## config.mk

```make
export PLATFORM = sky130hd
export DESIGN_NAME = rvx_bus_arbiter
export DESIGN_NICKNAME = d
export VERILOG_FILES = /design/src/rtl/rvx_bus_arbiter_pkg.sv /design/src/rtl/rvx_bus_arbiter_slot.sv /design/src/rtl/rvx_bus_arbiter.sv
export SDC_FILE = /design/constraint.sdc
export NUM_CORES = 1
export LEC_CHECK = 0
export CAP_MARGIN = 20
export CORE_MARGIN = 1.5
export CORE_UTILIZATION = 45
export DETAILED_ROUTE_END_ITERATION = 10
export GPL_ROUTABILITY_DRIVEN = 0
export PLACE_DENSITY = 0.91
export SKIP_LAST_GASP = 1
export SYNTH_ARGS = -nofsm -noshare
export SYNTH_HDL_FRONTEND = slang
export SYNTH_SLANG_ARGS = --single-unit
```

## constraint.sdc

```tcl
create_clock -name clock -period 9.3 [get_ports clock]
set_input_delay 0.93 -clock clock [delete_from_list [all_inputs] [get_ports clock]]
set_output_delay 0.93 -clock clock [all_outputs]
set_load 0.02 [all_outputs]
```

## src/rtl/rvx_bus_arbiter_pkg.sv

```systemverilog
// Shared types for the two-master (ibus/dbus) to single-memory bus arbiter.
package rvx_bus_arbiter_pkg;

  localparam int DATA_W = 32;
  localparam int STRB_W = 4;

  typedef enum logic [1:0] {
    IDLE   = 2'd0,
    BUSY_I = 2'd1,
    BUSY_D = 2'd2
  } arb_state_e;

  typedef enum logic {
    READ  = 1'b0,
    WRITE = 1'b1
  } req_type_e;

  localparam logic GRANT_I = 1'b0;
  localparam logic GRANT_D = 1'b1;

endpackage

```

## src/rtl/rvx_bus_arbiter_slot.sv

```systemverilog
// One-deep pending-request slot for a bus master.
// The slot presents either its stored request or the live request.
module rvx_bus_arbiter_slot
  import rvx_bus_arbiter_pkg::*;
#(
  parameter int ADDR_WIDTH = 32
) (
  input  logic                  clock,
  input  logic                  reset_n,
  input  logic                  req_i,
  input  req_type_e             type_i,
  input  logic [ADDR_WIDTH-1:0] addr_i,
  input  logic [DATA_W-1:0]     wdata_i,
  input  logic [STRB_W-1:0]     wstrb_i,
  input  logic                  clr_i,
  output logic                  vld_o,
  output req_type_e             type_o,
  output logic [ADDR_WIDTH-1:0] addr_o,
  output logic [DATA_W-1:0]     wdata_o,
  output logic [STRB_W-1:0]     wstrb_o
);

  logic                  full_q, full_d;
  req_type_e             type_q, type_d;
  logic [ADDR_WIDTH-1:0] addr_q, addr_d;
  logic [DATA_W-1:0]     wdata_q, wdata_d;
  logic [STRB_W-1:0]     wstrb_q, wstrb_d;
  logic                  cap;

  // A slot being cleared this cycle may take a new request in the same cycle.
  always_comb begin
    cap     = req_i && (!full_q || clr_i);
    full_d  = full_q;
    type_d  = type_q;
    addr_d  = addr_q;
    wdata_d = wdata_q;
    wstrb_d = wstrb_q;
    if (clr_i) full_d = 1'b0;
    if (cap) begin
      full_d  = 1'b1;
      type_d  = type_i;
      addr_d  = addr_i;
      wdata_d = wdata_i;
      wstrb_d = wstrb_i;
    end
  end

  always_ff @(posedge clock or negedge reset_n) begin
    if (!reset_n) begin
      full_q <= 1'b0;
      type_q <= READ;
    end else begin
      full_q <= full_d;
      type_q <= type_d;
    end
  end

  always_ff @(posedge clock) begin
    addr_q  <= addr_d;
    wdata_q <= wdata_d;
    wstrb_q <= wstrb_d;
  end

  assign vld_o   = full_q || req_i;
  assign type_o  = full_q ? type_q  : type_i;
  assign addr_o  = full_q ? addr_q  : addr_i;
  assign wdata_o = full_q ? wdata_q : wdata_i;
  assign wstrb_o = full_q ? wstrb_q : wstrb_i;

  assert property (@(posedge clock) disable iff (!reset_n)
                   !(req_i && full_q && !clr_i));

endmodule

```

## src/rtl/rvx_bus_arbiter.sv

```systemverilog
// Arbitrates core ibus/dbus single-pulse requests onto one memory port.
// Define RVX_ARB_ROUND_ROBIN_EN for alternating grants on contention.
module rvx_bus_arbiter
  import rvx_bus_arbiter_pkg::*;
#(
  parameter int TIMEOUT_CYCLES = 255,
  parameter int ADDR_WIDTH     = 32
) (
  input  logic                  clock,
  input  logic                  reset_n,
  input  logic [ADDR_WIDTH-1:0] ibus_address,
  input  logic                  ibus_rrequest,
  output logic [DATA_W-1:0]     ibus_rdata,
  output logic                  ibus_rresponse,
  input  logic [ADDR_WIDTH-1:0] dbus_address,
  input  logic                  dbus_rrequest,
  input  logic                  dbus_wrequest,
  input  logic [DATA_W-1:0]     dbus_wdata,
  input  logic [STRB_W-1:0]     dbus_wstrobe,
  output logic [DATA_W-1:0]     dbus_rdata,
  output logic                  dbus_rresponse,
  output logic                  dbus_wresponse,
  output logic [ADDR_WIDTH-1:0] mem_address,
  output logic                  mem_rrequest,
  output logic                  mem_wrequest,
  output logic [DATA_W-1:0]     mem_wdata,
  output logic [STRB_W-1:0]     mem_wstrobe,
  input  logic [DATA_W-1:0]     mem_rdata,
  input  logic                  mem_rresponse,
  input  logic                  mem_wresponse,
  output logic                  bus_timeout
);

  localparam int WAIT_W = (TIMEOUT_CYCLES > 255) ? $clog2(TIMEOUT_CYCLES + 1) : 8;
  localparam logic [WAIT_W-1:0] TMO_LIMIT = WAIT_W'(TIMEOUT_CYCLES);

  arb_state_e            state_q, state_d;
  logic [WAIT_W-1:0]     wait_q, wait_d, wait_nxt;

  logic                  i_vld, d_vld, i_clr, d_clr;
  req_type_e             i_type, d_type, sel_type, own_type;
  logic [ADDR_WIDTH-1:0] i_addr, d_addr;
  logic [DATA_W-1:0]     i_wdata, d_wdata, rsp_data;
  logic [STRB_W-1:0]     i_wstrb, d_wstrb;
  logic                  grant, rsp_hit, tmo;

`ifdef RVX_ARB_ROUND_ROBIN_EN
  logic                  last_q, last_d;
`endif

  rvx_bus_arbiter_slot #(.ADDR_WIDTH(ADDR_WIDTH)) u_slot_i (
    .clock   (clock),
    .reset_n (reset_n),
    .req_i   (ibus_rrequest),
    .type_i  (READ),
    .addr_i  (ibus_address),
    .wdata_i ('0),
    .wstrb_i ('0),
    .clr_i   (i_clr),
    .vld_o   (i_vld),
    .type_o  (i_type),
    .addr_o  (i_addr),
    .wdata_o (i_wdata),
    .wstrb_o (i_wstrb)
  );

  // A pulse with both strobes set is carried as a write.
  rvx_bus_arbiter_slot #(.ADDR_WIDTH(ADDR_WIDTH)) u_slot_d (
    .clock   (clock),
    .reset_n (reset_n),
    .req_i   (dbus_rrequest || dbus_wrequest),
    .type_i  (dbus_wrequest ? WRITE : READ),
    .addr_i  (dbus_address),
    .wdata_i (dbus_wdata),
    .wstrb_i (dbus_wstrobe),
    .clr_i   (d_clr),
    .vld_o   (d_vld),
    .type_o  (d_type),
    .addr_o  (d_addr),
    .wdata_o (d_wdata),
    .wstrb_o (d_wstrb)
  );

  always_comb begin
    state_d        = state_q;
    wait_d         = wait_q;
    wait_nxt       = wait_q + 1'b1;
    grant          = GRANT_D;
    sel_type       = READ;
    own_type       = READ;
    rsp_hit        = 1'b0;
    tmo            = 1'b0;
    rsp_data       = '0;
    i_clr          = 1'b0;
    d_clr          = 1'b0;
    mem_address    = '0;
    mem_rrequest   = 1'b0;
    mem_wrequest   = 1'b0;
    mem_wdata      = '0;
    mem_wstrobe    = '0;
    ibus_rresponse = 1'b0;
    ibus_rdata     = '0;
    dbus_rresponse = 1'b0;
    dbus_wresponse = 1'b0;
    dbus_rdata     = '0;
    bus_timeout    = 1'b0;
`ifdef RVX_ARB_ROUND_ROBIN_EN
    last_d         = last_q;
`endif
    // Outputs are gated so reset forces them low even with live inputs.
    if (reset_n) begin
      case (state_q)
        IDLE: begin
          if (i_vld || d_vld) begin
            grant = d_vld ? GRANT_D : GRANT_I;
`ifdef RVX_ARB_ROUND_ROBIN_EN
            if (i_vld && d_vld) grant = ~last_q;
            last_d = grant;
`endif
            if (grant == GRANT_D) begin
              sel_type    = d_type;
              mem_address = d_addr;
              mem_wdata   = d_wdata;
              mem_wstrobe = d_wstrb;
            end else begin
              sel_type    = i_type;
              mem_address = i_addr;
              mem_wdata   = i_wdata;
              mem_wstrobe = i_wstrb;
            end
            mem_rrequest = (sel_type == READ);
            mem_wrequest = (sel_type == WRITE);
            wait_d       = '0;
            state_d      = (grant == GRANT_D) ? BUSY_D : BUSY_I;
          end
        end
        BUSY_I, BUSY_D: begin
          own_type = (state_q == BUSY_D) ? d_type : i_type;
          rsp_hit  = (own_type == READ) ? mem_rresponse : mem_wresponse;
          tmo      = (TIMEOUT_CYCLES != 0) && !rsp_hit && (wait_nxt == TMO_LIMIT);
          wait_d   = wait_nxt;
          if (rsp_hit || tmo) begin
            state_d     = IDLE;
            rsp_data    = rsp_hit ? mem_rdata : '0;
            bus_timeout = tmo;
            if (state_q == BUSY_I) begin
              ibus_rresponse = 1'b1;
              ibus_rdata     = rsp_data;
              i_clr          = 1'b1;
            end else begin
              d_clr = 1'b1;
              if (own_type == READ) begin
                dbus_rresponse = 1'b1;
                dbus_rdata     = rsp_data;
              end else begin
                dbus_wresponse = 1'b1;
              end
            end
          end
        end
        default: state_d = IDLE;
      endcase
    end
  end

  always_ff @(posedge clock or negedge reset_n) begin
    if (!reset_n) begin
      state_q <= IDLE;
      wait_q  <= '0;
    end else begin
      state_q <= state_d;
      wait_q  <= wait_d;
    end
  end

`ifdef RVX_ARB_ROUND_ROBIN_EN
  always_ff @(posedge clock or negedge reset_n) begin
    if (!reset_n) last_q <= GRANT_I;
    else          last_q <= last_d;
  end
`endif

endmodule

```

==> results.md <==
* Clock sink count at 113
* Post-synth cell types at 44
* Sw Share at 0.296
* Routed len/inst at about 18 µm
* Power Density at roughly 190 nW/µm²
* Post-synthesis mux area share at 0.121
* Most used flip-flop cell after synthesis: edfxtp_1
* Fillers at 919
* Post-DRT Antenna Nets at 0
* Biggest area consumer among synthesized cells: edfxtp_1
* CTS tree: built
* Root buf cell: clkbuf_16
* Crit end category: output port
* Vias/cell at 5.33
* Area of the core at about 13,000 µm²
* Width of the die at roughly 120 µm
* Post-synth net total at approximately 660
* Post-synth EDFFs at 100
* Top cells by area, synth: edfxtp_1 (50%), mux2i_1 (12%), a211oi_1 (8.0%), and2_1 (6.8%), dfrtp_1 (5.4%)
* Worst-Margin Slew at roughly 940 ps
* Count leader, synth: edfxtp_1
* Post-Route Setup TNS at 0 ps
* #FFs+latches synth at around 110
* Sequential area share after synthesis at 0.554
* Gr ovfl total at 0
* Die area at 14,000 µm²
* Syn Area/Cell at around 12 µm²
* Ys Warns at 0
* Crit path launch type: primary input
* Setup WS pre-CTS at 4170 ps
* GRT Overall Usage at 0.247
* Final min period at 4660 ps
* Clock power share at 0.334
* Vias in the first global route at roughly 5,300
* Hold Crit Class: register to register
* Final wirelength at about 17 mm
* WS Path Type: primary input to output port
* Skew final at roughly 6.6 ps
* DR vias at slightly above 5,000
* Clock transition at the registers of the reported paths at approximately 50 ps
* Max FO, Critical Path at 66
* Placed cell count at between 900 and 1,000
* Initial antenna violation count at 0
* Max Freq at approximately 210 MHz
* Port bufs at approximately 280
* Initial drt markers at between 200 and 250
* Area fraction of the dominant cell type after synthesis at 0.500
* Nets at 922
* Netlist Area Pre-Place at 6010 µm²
* Max IR drop VDD at 0.116 mV
* Final Max Tran Viols at 0
* Leak at 3.67 nW
* Status: finished, final reports clean
* Antenna cells at 0
* CTS Buf Count at 17
* Post-synthesis simple-gate area fraction at 0.173
* Worst EP required at about 8400 ps
* Drt drc at 0
* NetSw at 0.543 mW
* Final hold vios at 0
* Max capacitance violation total at 0
* Die Ht at between 100 and 150 µm
* WHS at 502 ps
* Post-synthesis compound-gate area fraction at 0.111
* Synth Area in XOR/XNOR at 0.00146
* Hold buffers post-CTS at 0
* Rows at 42
* Unrepaired setup endpoints after global routing: no
* Area growth from synthesis to layout at 58.0%
* Post-synth ARST share at 0.115
* Top cells by count, synth: edfxtp_1 (100), mux2i_1 (70), and2_1 (65)
* Max_slew headroom at 0.371
* Crit share post-route at 0.501
* Fraction of layout cells with a size suffix above 1 at 0.0607
* Post-synthesis cell count at 511
* Synth Area in Adders at 0.0104
* Pint at 1.29 mW
* Main combinational cell family by area after synthesis: simple AND/OR/NAND/NOR gates
* Post-CTS sizing at 0
* CTS Buffer Depth at 2
* Worst-Skew Late Latency at about 400 ps
* Sequential power share at 0.355
* Part of the power in combinational logic at 0.311
* Setup Buffers After CTS at 0
* I/O Pins at between 200 and 300
* First-pass GRT wire length at between 20 and 30 mm
* Data arrival, critical path at about 3700 ps
* Initial Util at 0.457
* Post-DP HPWL at about 12 mm
* Final WS setup at around 4600 ps
* H-Tree Level Count at 4
* Final Setup Violations at 0
* Largest net degree at the start of global routing at 69
* Layout Cells excl Fill at 967
* Drt pass-1 iters at 4
* Total power at around 1.8 mW
logic make-up after synthesis:
family | after synthesis
buffers and inverters | 40
adder cells (fa/ha/maj) | 5
flip-flops | 113
AND/OR/NAND/NOR | 190
multiplexers | 72
XOR/XNOR | 1
AO/OA/AOI/OAI | 90
through the flow:
stage / instance area (µm²) / util
final: 9490 / 0.722
after global routing: 9490 / 0.722
after CTS: 9450 / 0.719
after detailed placement: 8890 / 0.677
after global placement: 8890 / 0.677
after floorplan: 6010 / -
worst max-delay path, stage by stage:
cell and delay, ps:
clkdlybuf4s50_1 560, or3_2 150, buf_4 540, nand3_1 390
buf_8 280, nor2_1 160, clkdlybuf4s50_1 650
final timing paths:
| kind | start | to | slack, ps | cells past startpoint |
|---|---|---|---|---|
| worst max register to register | wait_q[0] | u_slot_d.wdata_q[23] | 6270 | 8 |
| min in group asynchronous | reset_n | u_slot_d.full_q | 870 | 2 |
| worst min register to register | wait_q[7] | wait_q[7] | 500 | 1 |
| worst max-delay path | dbus_wrequest | mem_wdata[12] | 4640 | 7 |
| worst min-delay path | wait_q[7] | wait_q[7] | 500 | 1 |
| max in group asynchronous | reset_n | u_slot_i.full_q | 8190 | 2 |
power by group through the flow:
stage	Sequential, mW	Combinational [mW]	Clock [mW]
2_1_floorplan	0.650	0.308	0
3_3_place_gp	0.655	0.548	0
3_5_place_dp	0.659	0.565	0
4_1_cts	0.650	0.569	0.625
5_1_grt	0.656	0.607	0.646
6_report	0.651	0.571	0.613
cell type report:
type                       count  area [µm²]  share of cell area
sequential                   113        3330               0.351
timing repair buffer         285        2850               0.300
multi-input combinational    358        2510               0.265
clock buffer                  25         475              0.0501
tap                          176         220              0.0232
clock inverter                 7        85.1             0.00897
inverter                       3        11.3             0.00119
metal layers:
| metal | routed length [µm] | track usage | up-vias |
|---|---|---|---|
| li1 | - | - | 2444 |
| met1 | 6660 | 0.283 | 2438 |
| met2 | 9150 | 0.441 | 230 |
| met3 | 1080 | 0.0565 | 41 |
| met4 | 585 | 0.110 | 0 |
| met5 | 0 | 0 | - |
cell usage in the layout, fill, tap and decap left out, types with 9 or more instances in the layout:
master,count
a211oi_1,64
and2_1,65
clkbuf_16,17
clkdlybuf4s50_1,276
dfrtp_1,11
edfxtp_1,100
mux2i_1,70
nand2_1,12
nand3_1,9
nor2_1,49
nor2b_1,35
o21ai_0,10
state kept, by name (all words and copies together), names as in the netlist:
signal            flops
u_slot_d.wdata_q     32
u_slot_d.full_q       1
u_slot_d.wstrb_q      4
u_slot_i.addr_q      32
u_slot_d.addr_q      32
state_q               2
u_slot_i.full_q       1
wait_q                8
u_slot_d.type_q       1
Power figures use the tool's default switching activity.
